## src/rtl/mips_pkg.sv

```systemverilog
// Shared MIPS pipeline constants, MEM-stage state encoding and the EX/MEM
// field bundle that the MEM stage captures while a memory access is in flight.
package mips_pkg;

  localparam int DATA_W                 = 32;
  localparam int REG_ADDR_W             = 5;
  localparam int DEFAULT_TIMEOUT_CYCLES = 16;

  localparam logic ST_IDLE   = 1'b0;
  localparam logic ST_ACCESS = 1'b1;

  typedef struct packed {
    logic                  regWrite;
    logic                  moveNotZero;
    logic                  dontMove;
    logic                  hiOrLo;
    logic                  memToReg;
    logic                  hiLoToReg;
    logic                  memWrite;
    logic                  lb;
    logic                  loadExtended;
    logic                  zero;
    logic [DATA_W-1:0]     aluResult;
    logic [DATA_W-1:0]     rHi;
    logic [DATA_W-1:0]     rLo;
    logic [REG_ADDR_W-1:0] writeAddress;
  } exMemT;

  // movn writes when Zero=0, movz when Zero=1; stores never touch the register file.
  function automatic logic effectiveWrite(exMemT f);
    return f.regWrite & (f.dontMove | (f.moveNotZero ^ f.zero)) & ~f.memWrite;
  endfunction

endpackage

```

## src/rtl/mem_stage_wb_load_align.sv

```systemverilog
// Byte-lane select and sign/zero extension for load data (little-endian lanes).
module load_align
  import mips_pkg::*;
(
  input  logic [1:0]        byteSel,
  input  logic              lb,
  input  logic              loadExtended,
  input  logic [DATA_W-1:0] rData,
  output logic [DATA_W-1:0] loadData
);

  logic [7:0] lane;

  // NOTE: every variable written here gets a value on every path, so no latch is inferred.
  always_comb begin
    case (byteSel)
      2'd0:    lane = rData[7:0];
      2'd1:    lane = rData[15:8];
      2'd2:    lane = rData[23:16];
      default: lane = rData[31:24];
    endcase
    loadData = lb ? {{(DATA_W-8){loadExtended & lane[7]}}, lane} : rData;
  end

endmodule

```

## src/rtl/mem_stage_wb.sv

```systemverilog
// MEM-stage controller and MEM/WB register. State updates on negedge Clk.
// Optional ack timeout with sticky BusError when MEM_TIMEOUT_EN is defined.
module mem_stage_wb
  import mips_pkg::*;
#(
  parameter int ADDR_W = 32
`ifdef MEM_TIMEOUT_EN
  , parameter int TIMEOUT_CYCLES = DEFAULT_TIMEOUT_CYCLES
`endif
) (
  input  logic                  Clk,
  input  logic                  Rst_n,
  input  logic                  ValidIn,
  input  logic                  RegWriteIn,
  input  logic                  MoveNotZeroIn,
  input  logic                  DontMoveIn,
  input  logic                  HiOrLoIn,
  input  logic                  MemToRegIn,
  input  logic                  HiLoToRegIn,
  input  logic                  MemWriteIn,
  input  logic                  MemReadIn,
  input  logic                  LbIn,
  input  logic                  LoadExtendedIn,
  input  logic                  ZeroIn,
  input  logic [DATA_W-1:0]     ALUResultIn,
  input  logic [DATA_W-1:0]     RD2In,
  input  logic [DATA_W-1:0]     RHiIn,
  input  logic [DATA_W-1:0]     RLoIn,
  input  logic [REG_ADDR_W-1:0] WriteAddressIn,
  output logic                  DMemReq,
  output logic                  DMemWe,
  output logic [ADDR_W-1:0]     DMemAddr,
  output logic [DATA_W-1:0]     DMemWData,
  input  logic                  DMemAck,
  input  logic [DATA_W-1:0]     DMemRData,
  output logic                  Stall,
  output logic                  ValidOut,
  output logic                  RegWriteOut,
  output logic [REG_ADDR_W-1:0] WriteAddressOut,
  output logic [DATA_W-1:0]     WriteDataOut,
  output logic                  Misaligned
`ifdef MEM_TIMEOUT_EN
  , output logic                BusError
`endif
);

  logic              state, nextState;
  logic              memop;
  logic              timeoutNow;
  logic              accessDone;
  exMemT             live, held, cur;
  logic [DATA_W-1:0] loadData;
  logic [DATA_W-1:0] wbData;
  logic              wbWrite;
  logic              wbMisaligned;

  assign memop = ValidIn & (MemReadIn | MemWriteIn);

  assign live = '{
    regWrite:     RegWriteIn,
    moveNotZero:  MoveNotZeroIn,
    dontMove:     DontMoveIn,
    hiOrLo:       HiOrLoIn,
    memToReg:     MemToRegIn,
    hiLoToReg:    HiLoToRegIn,
    memWrite:     MemWriteIn,
    lb:           LbIn,
    loadExtended: LoadExtendedIn,
    zero:         ZeroIn,
    aluResult:    ALUResultIn,
    rHi:          RHiIn,
    rLo:          RLoIn,
    writeAddress: WriteAddressIn
  };

  // While an access is outstanding the record is built from the captured fields.
  assign cur = (state == ST_ACCESS) ? held : live;

  load_align uLoadAlign (
    .byteSel      (cur.aluResult[1:0]),
    .lb           (cur.lb),
    .loadExtended (cur.loadExtended),
    .rData        (DMemRData),
    .loadData     (loadData)
  );

`ifdef MEM_TIMEOUT_EN
  localparam int              CNT_W    = $clog2(TIMEOUT_CYCLES + 1);
  localparam logic [CNT_W-1:0] CNT_LAST = CNT_W'(TIMEOUT_CYCLES - 1);

  logic [CNT_W-1:0] waitCnt;

  always_ff @(negedge Clk or negedge Rst_n) begin
    if (!Rst_n)                  waitCnt <= '0;
    else if (state == ST_ACCESS) waitCnt <= waitCnt + 1'b1;
    else                         waitCnt <= '0;
  end

  assign timeoutNow = (state == ST_ACCESS) & ~DMemAck & (waitCnt == CNT_LAST);

  always_ff @(negedge Clk or negedge Rst_n) begin
    if (!Rst_n)          BusError <= 1'b0;
    else if (timeoutNow) BusError <= 1'b1;
  end
`else
  assign timeoutNow = 1'b0;
`endif

  assign accessDone = DMemAck | timeoutNow;

  // NOTE: sequential state uses non-blocking assignments so every register samples pre-edge values.
  always_ff @(negedge Clk or negedge Rst_n) begin
    if (!Rst_n) state <= ST_IDLE;
    else        state <= nextState;
  end

  always_comb begin
    nextState = state;
    case (state)
      ST_IDLE:   if (memop) nextState = ST_ACCESS;
      default:   if (accessDone) nextState = ST_IDLE;
    endcase
  end

  always_comb begin
    case (state)
      ST_IDLE: Stall = memop;
      default: Stall = ~accessDone;
    endcase
    Stall = Stall & Rst_n;

    if (cur.memToReg)       wbData = loadData;
    else if (cur.hiLoToReg) wbData = cur.hiOrLo ? cur.rHi : cur.rLo;
    else                    wbData = cur.aluResult;

    wbWrite      = effectiveWrite(cur);
    wbMisaligned = ~cur.lb & (cur.aluResult[1:0] != 2'b00);
  end

  always_ff @(negedge Clk or negedge Rst_n) begin
    if (!Rst_n) begin
      held            <= '0;
      DMemReq         <= 1'b0;
      DMemWe          <= 1'b0;
      DMemAddr        <= '0;
      DMemWData       <= '0;
      ValidOut        <= 1'b0;
      RegWriteOut     <= 1'b0;
      WriteAddressOut <= '0;
      WriteDataOut    <= '0;
      Misaligned      <= 1'b0;
    end else begin
      ValidOut    <= 1'b0;
      RegWriteOut <= 1'b0;
      Misaligned  <= 1'b0;
      case (state)
        ST_IDLE: begin
          if (memop) begin
            held      <= live;
            DMemReq   <= 1'b1;
            DMemWe    <= MemWriteIn;
            DMemAddr  <= {ALUResultIn[ADDR_W-1:2], 2'b00};
            DMemWData <= RD2In;
          end else begin
            ValidOut        <= ValidIn;
            RegWriteOut     <= ValidIn & wbWrite;
            WriteAddressOut <= cur.writeAddress;
            WriteDataOut    <= wbData;
          end
        end
        default: begin
          // A timed-out access still retires its slot, but writes nothing.
          if (accessDone) begin
            DMemReq         <= 1'b0;
            DMemWe          <= 1'b0;
            ValidOut        <= 1'b1;
            RegWriteOut     <= wbWrite & ~timeoutNow;
            WriteAddressOut <= cur.writeAddress;
            WriteDataOut    <= timeoutNow ? '0 : wbData;
            Misaligned      <= wbMisaligned;
          end
        end
      endcase
    end
  end

endmodule

```

## config.mk

```make
export PLATFORM = sky130hd
export DESIGN_NAME = mem_stage_wb
export DESIGN_NICKNAME = d
export VERILOG_FILES = /design/src/rtl/mips_pkg.sv /design/src/rtl/mem_stage_wb_load_align.sv /design/src/rtl/mem_stage_wb.sv
export SDC_FILE = /design/constraint.sdc
export NUM_CORES = 1
export LEC_CHECK = 0
export CELL_PAD_IN_SITES_DETAIL_PLACEMENT = 0
export CELL_PAD_IN_SITES_GLOBAL_PLACEMENT = 1
export CORE_MARGIN = 4
export CORE_UTILIZATION = 34
export CTS_CLUSTER_SIZE = 40
export DETAILED_ROUTE_END_ITERATION = 7
export MAX_ROUTING_LAYER = met4
export PLACE_DENSITY = 0.79
export SKIP_CTS_REPAIR_TIMING = 1
export SLEW_MARGIN = 20
export SYNTH_ARGS = -nofsm -noshare
export SYNTH_HDL_FRONTEND = slang
export SYNTH_SLANG_ARGS = --single-unit
```

## constraint.sdc

```tcl
create_clock -name Clk -period 1.8 [get_ports Clk]
set_clock_uncertainty 0.05 [all_clocks]
set_input_delay 0.54 -clock Clk [delete_from_list [all_inputs] [get_ports Clk]]
set_output_delay 0.54 -clock Clk [all_outputs]
set_load 0.03 [all_outputs]
```

### After elaboration in Yosys (flattened, before gate mapping)

Index checks and enable logic that the tools add are counted.

| word-level totals | value |
|---|---|
| flip-flop bits (word level) | 216 |
| bits of input ports | 180 |
| output and inout port bits | 107 |
| logic and storage cells | 77 |

| cells by class | value |
|---|---|
| eq/ne operators | 4 |
| mux-type cells | 29 |
| bitwise logic cells | 14 |
| reduce and logical (&&, ||, !) cells | 6 |

Operators with widths:

| cell | number |
|---|---|
| $mux 32 | 7 |
| $mux 111 | 1 |
| $pmux 8 s3 | 1 |
| $mux 1 | 17 |
| $mux 5 | 3 |
| $and 1x1->1 | 7 |
| $reduce_and 2->1 | 3 |
| $ne 2x2->1 const B | 2 |
| $not 1->1 | 4 |
| $reduce_bool 2->1 | 2 |
| $eq 2x1->1 const B | 1 |
| $eq 2x2->1 const B | 1 |
| $logic_not 2->1 | 1 |
| $or 1x1->1 | 2 |
| $xor 1x1->1 | 1 |

### Longest topological paths before layout

| depth | value |
|---|---|
| word-level depth | 8 |
| depth in mapped cells | 8 |
| gate-level depth less buffers | 5 |

### Modules after synthesis

A second synthesis with hierarchy kept.

| second synthesis, totals | value |
|---|---|
| cells, all modules | 770 |
| area, all modules | 9649.3 µm² |

Modules (own cells, without submodules):

| module | instances | cells each | area each (µm²) | sequential area each (µm²) |
|---|---|---|---|---|
| mem_stage_wb | 1 | 661 | 8957.3 | 4654.5 |
| load_align | 1 | 109 | 691.9 | 0.0 |

==> impl_metrics.toml <==
[status]
status = "finished with violations"
violations = "setup timing"

[setup_path]
critical_path.startpoint_type = "register"
ff2ff_path_depth = 6
crit_start = "state$_DFF_NN0_"
required_ns = 1.21
path_class = "reg -> out"
rrSetupSlack_ns = -0.73
critPathMaxFanout = 3
worstPathArrival_ns = 2.55
r2r-end = "WriteDataOut[4]$_DFFE_NN0P_"
cp-end-kind = "output pin"
timing.rr.start = "state$_DFF_NN0_"

[power]
power.density_nw_per_um2 = 1220
vdd_ir_drop_max_mv = 0.520
p_leak_nw = 6.61

[route]
dr.pass1.iters = 4
ant_nets = 0
drcViolationCount = 0
drtIter0Drc = 541
viasPerCell = 4.96
post_drt_wl_per_cell_um = 20.3
vias = 8060
wl_um = 32900

[timing]
rsz0062_at_grt = "true"
fin_ws_ns = -1.34
hold_viol = 0
maxSlewHeadroom_pct = 54.0
tightest_slew_ns = 0.677
final_max_slew_viol_count = 0
finalSetupViolations = 291

[grt]
grt_usage_pct = 20.0
grt_pass1_wl_um = 47300
overflow = 0
antenna_found_initial = 2
grt_start_max_net_pins = 47
grt_pass1_vias = 8301

[synthesis]
syn_area_per_cell_um2 = 11.3
synth_ff_type = "dfrtn_1"
yosysWarnings = 0
synth_common_cells = "dfrtn_1 (186), mux2_2 (145), nand2_1 (91)"
synth.area.top_cells = "dfrtn_1 (47%), mux2_2 (17%), mux2i_1 (7.1%)"
yosys.cell_count.top_type = "dfrtn_1"
synth-seq-area-share_pct = 47.4
yosysTopAreaCell = "dfrtn_1"
synth_edf_count = 0
synthArstFlopShare_pct = 100
syn_area_um2 = 9810
ys_ff_latch = 186
netlist_instances = 869
netlist.area_leader.share_pct = 47.4
synthDistinctLibCells = 50

[placement]
placed_cells = 1564
io_buffers = 284
gp_congestion = 0.847
hpwlAfterDp_um = 23900

[worst_hold_path]
min_path_type = "reg -> reg"
hp-start = "WriteDataOut[26]$_DFFE_NN0P_"
hold_path_depth = 2
min_to = "WriteDataOut[26]$_DFFE_NN0P_"

[cells_and_area]
drive_above_1_share_pct = 39.6
final_util_pct = 53.3
final_cells = 1624
final_nets = 1412
area_growth_pct = 53.0

[die]
core_area_um2 = 28200
dieHeight_um = 178
start_util_pct = 34.8
dieArea_um2 = 31600
io_pins = 287
die_x_um = 178
rows = 61

[clock_network]
clk_latency_ns = 0.40
path_clk_slew_ns = 0.05
clock_path_buffers = 2
htree_levels = 4
cts_root_buf = "clkbuf_16"
cts_made_buffers = 17
cts_tree = "yes"
clock-sinks = 186

[run]
maxCapViolCount = 0
## metrics by stage
step | power, mW | TNS (ns) | hold slack [ns] | worst slack [ns] | cell area, µm²
2_1_floorplan | 10.7 | -175.94 | 0.377 | -0.916 | 10200
3_3_place_gp | 13.8 | -295.76 | 0.387 | -1.89 | 13800
3_5_place_dp | 13.9 | -295.44 | 0.395 | -1.74 | 13800
4_1_cts | 17.9 | -260.41 | 0.398 | -1.58 | 14400
5_1_grt | 19.2 | -281.13 | 0.408 | -1.39 | 15000
6_report | 18.3 | -273.06 | 0.391 | -1.34 | 15000
## critical path, stage by stage, from the launching register on
cell	delay (ns)
dfrtn_1	0.43
and2b_2	0.24
buf_6	0.12
a21oi_4	0.18
buf_12	0.12
nor2b_4	0.03
buf_6	0.13
## per-layer routing
layer	track usage, %	routed length (µm)
met1	25.2	13900
met2	32.9	16500
met3	3.88	1850
met4	5.32	622
met5	-	0
## worst max-delay path by stage
| stage | cells past startpoint | end | slack (ns) |
|---|---|---|---|
| 2_1_floorplan | 6 | WriteDataOut[6]$_DFFE_NN0P_ | -0.92 |
| 3_3_place_gp | 6 | WriteDataOut[12]$_DFFE_NN0P_ | -1.89 |
| 3_5_place_dp | 7 | WriteDataOut[23]$_DFFE_NN0P_ | -1.74 |
| 4_1_cts | 6 | Stall | -1.58 |
| 5_1_grt | 6 | Stall | -1.39 |
| 6_report | 6 | Stall | -1.34 |
## flip-flops by register name, summed over array words and instances (netlist names)
name	cells
state	1
Misaligned	1
WriteDataOut	32
DMemReq	1
ValidOut	1
DMemWe	1
RegWriteOut	1
DMemWData	32
WriteAddressOut	5
held	111
## logic make-up after synthesis
group           after synthesis  synth area share (%)
flops                       186                  47.4
xor+xnor                      2                 0.179
simple gates                142                  6.12
other cells                   1                0.0382
buf+inv                     101                  6.16
compound gates              219                  15.7
mux                         218                  24.4
## power by group
group | internal, mW | switching [mW]
Sequential | 5.38 | 0.776
Clock | 2.20 | 1.73
Combinational | 4.09 | 4.08
Total | 11.7 | 6.58
## layout by cell type (no fill, tap or decap), types with 4 or more instances in the layout
cell | synthesis | final
nor3_1 | 6 | 6
buf_12 | 0 | 42
dfrtn_1 | 186 | 186
buf_4 | 34 | 194
mux2i_1 | 70 | 70
a21oi_2 | 0 | 15
a22o_1 | 25 | 25
a21oi_1 | 38 | 21
inv_1 | 5 | 4
mux2_2 | 145 | 144
inv_6 | 0 | 5
o31ai_1 | 16 | 14
a211oi_1 | 5 | 4
clkbuf_16 | 0 | 24
buf_6 | 5 | 13
o21ai_0 | 63 | 55
clkdlybuf4s50_1 | 0 | 171
nor2_1 | 24 | 22
o21a_1 | 7 | 7
dlymetal6s2s_1 | 0 | 6
nand2_1 | 91 | 89
a21o_1 | 24 | 24
o21ai_1 | 1 | 8
o211ai_1 | 7 | 7
o31ai_2 | 8 | 10
a221o_1 | 6 | 6
## cell type report
type | count | area (µm²)
clock inverter | 12 | 163
clock buffer | 19 | 433
sequential | 186 | 4650
antenna | 2 | 5.00
multi-input combinational | 585 | 4790
tap | 378 | 473
timing repair buffer | 437 | 4470
fill | 2494 | 13200
inverter | 5 | 23.8
(Power assumes the default switching activity.)
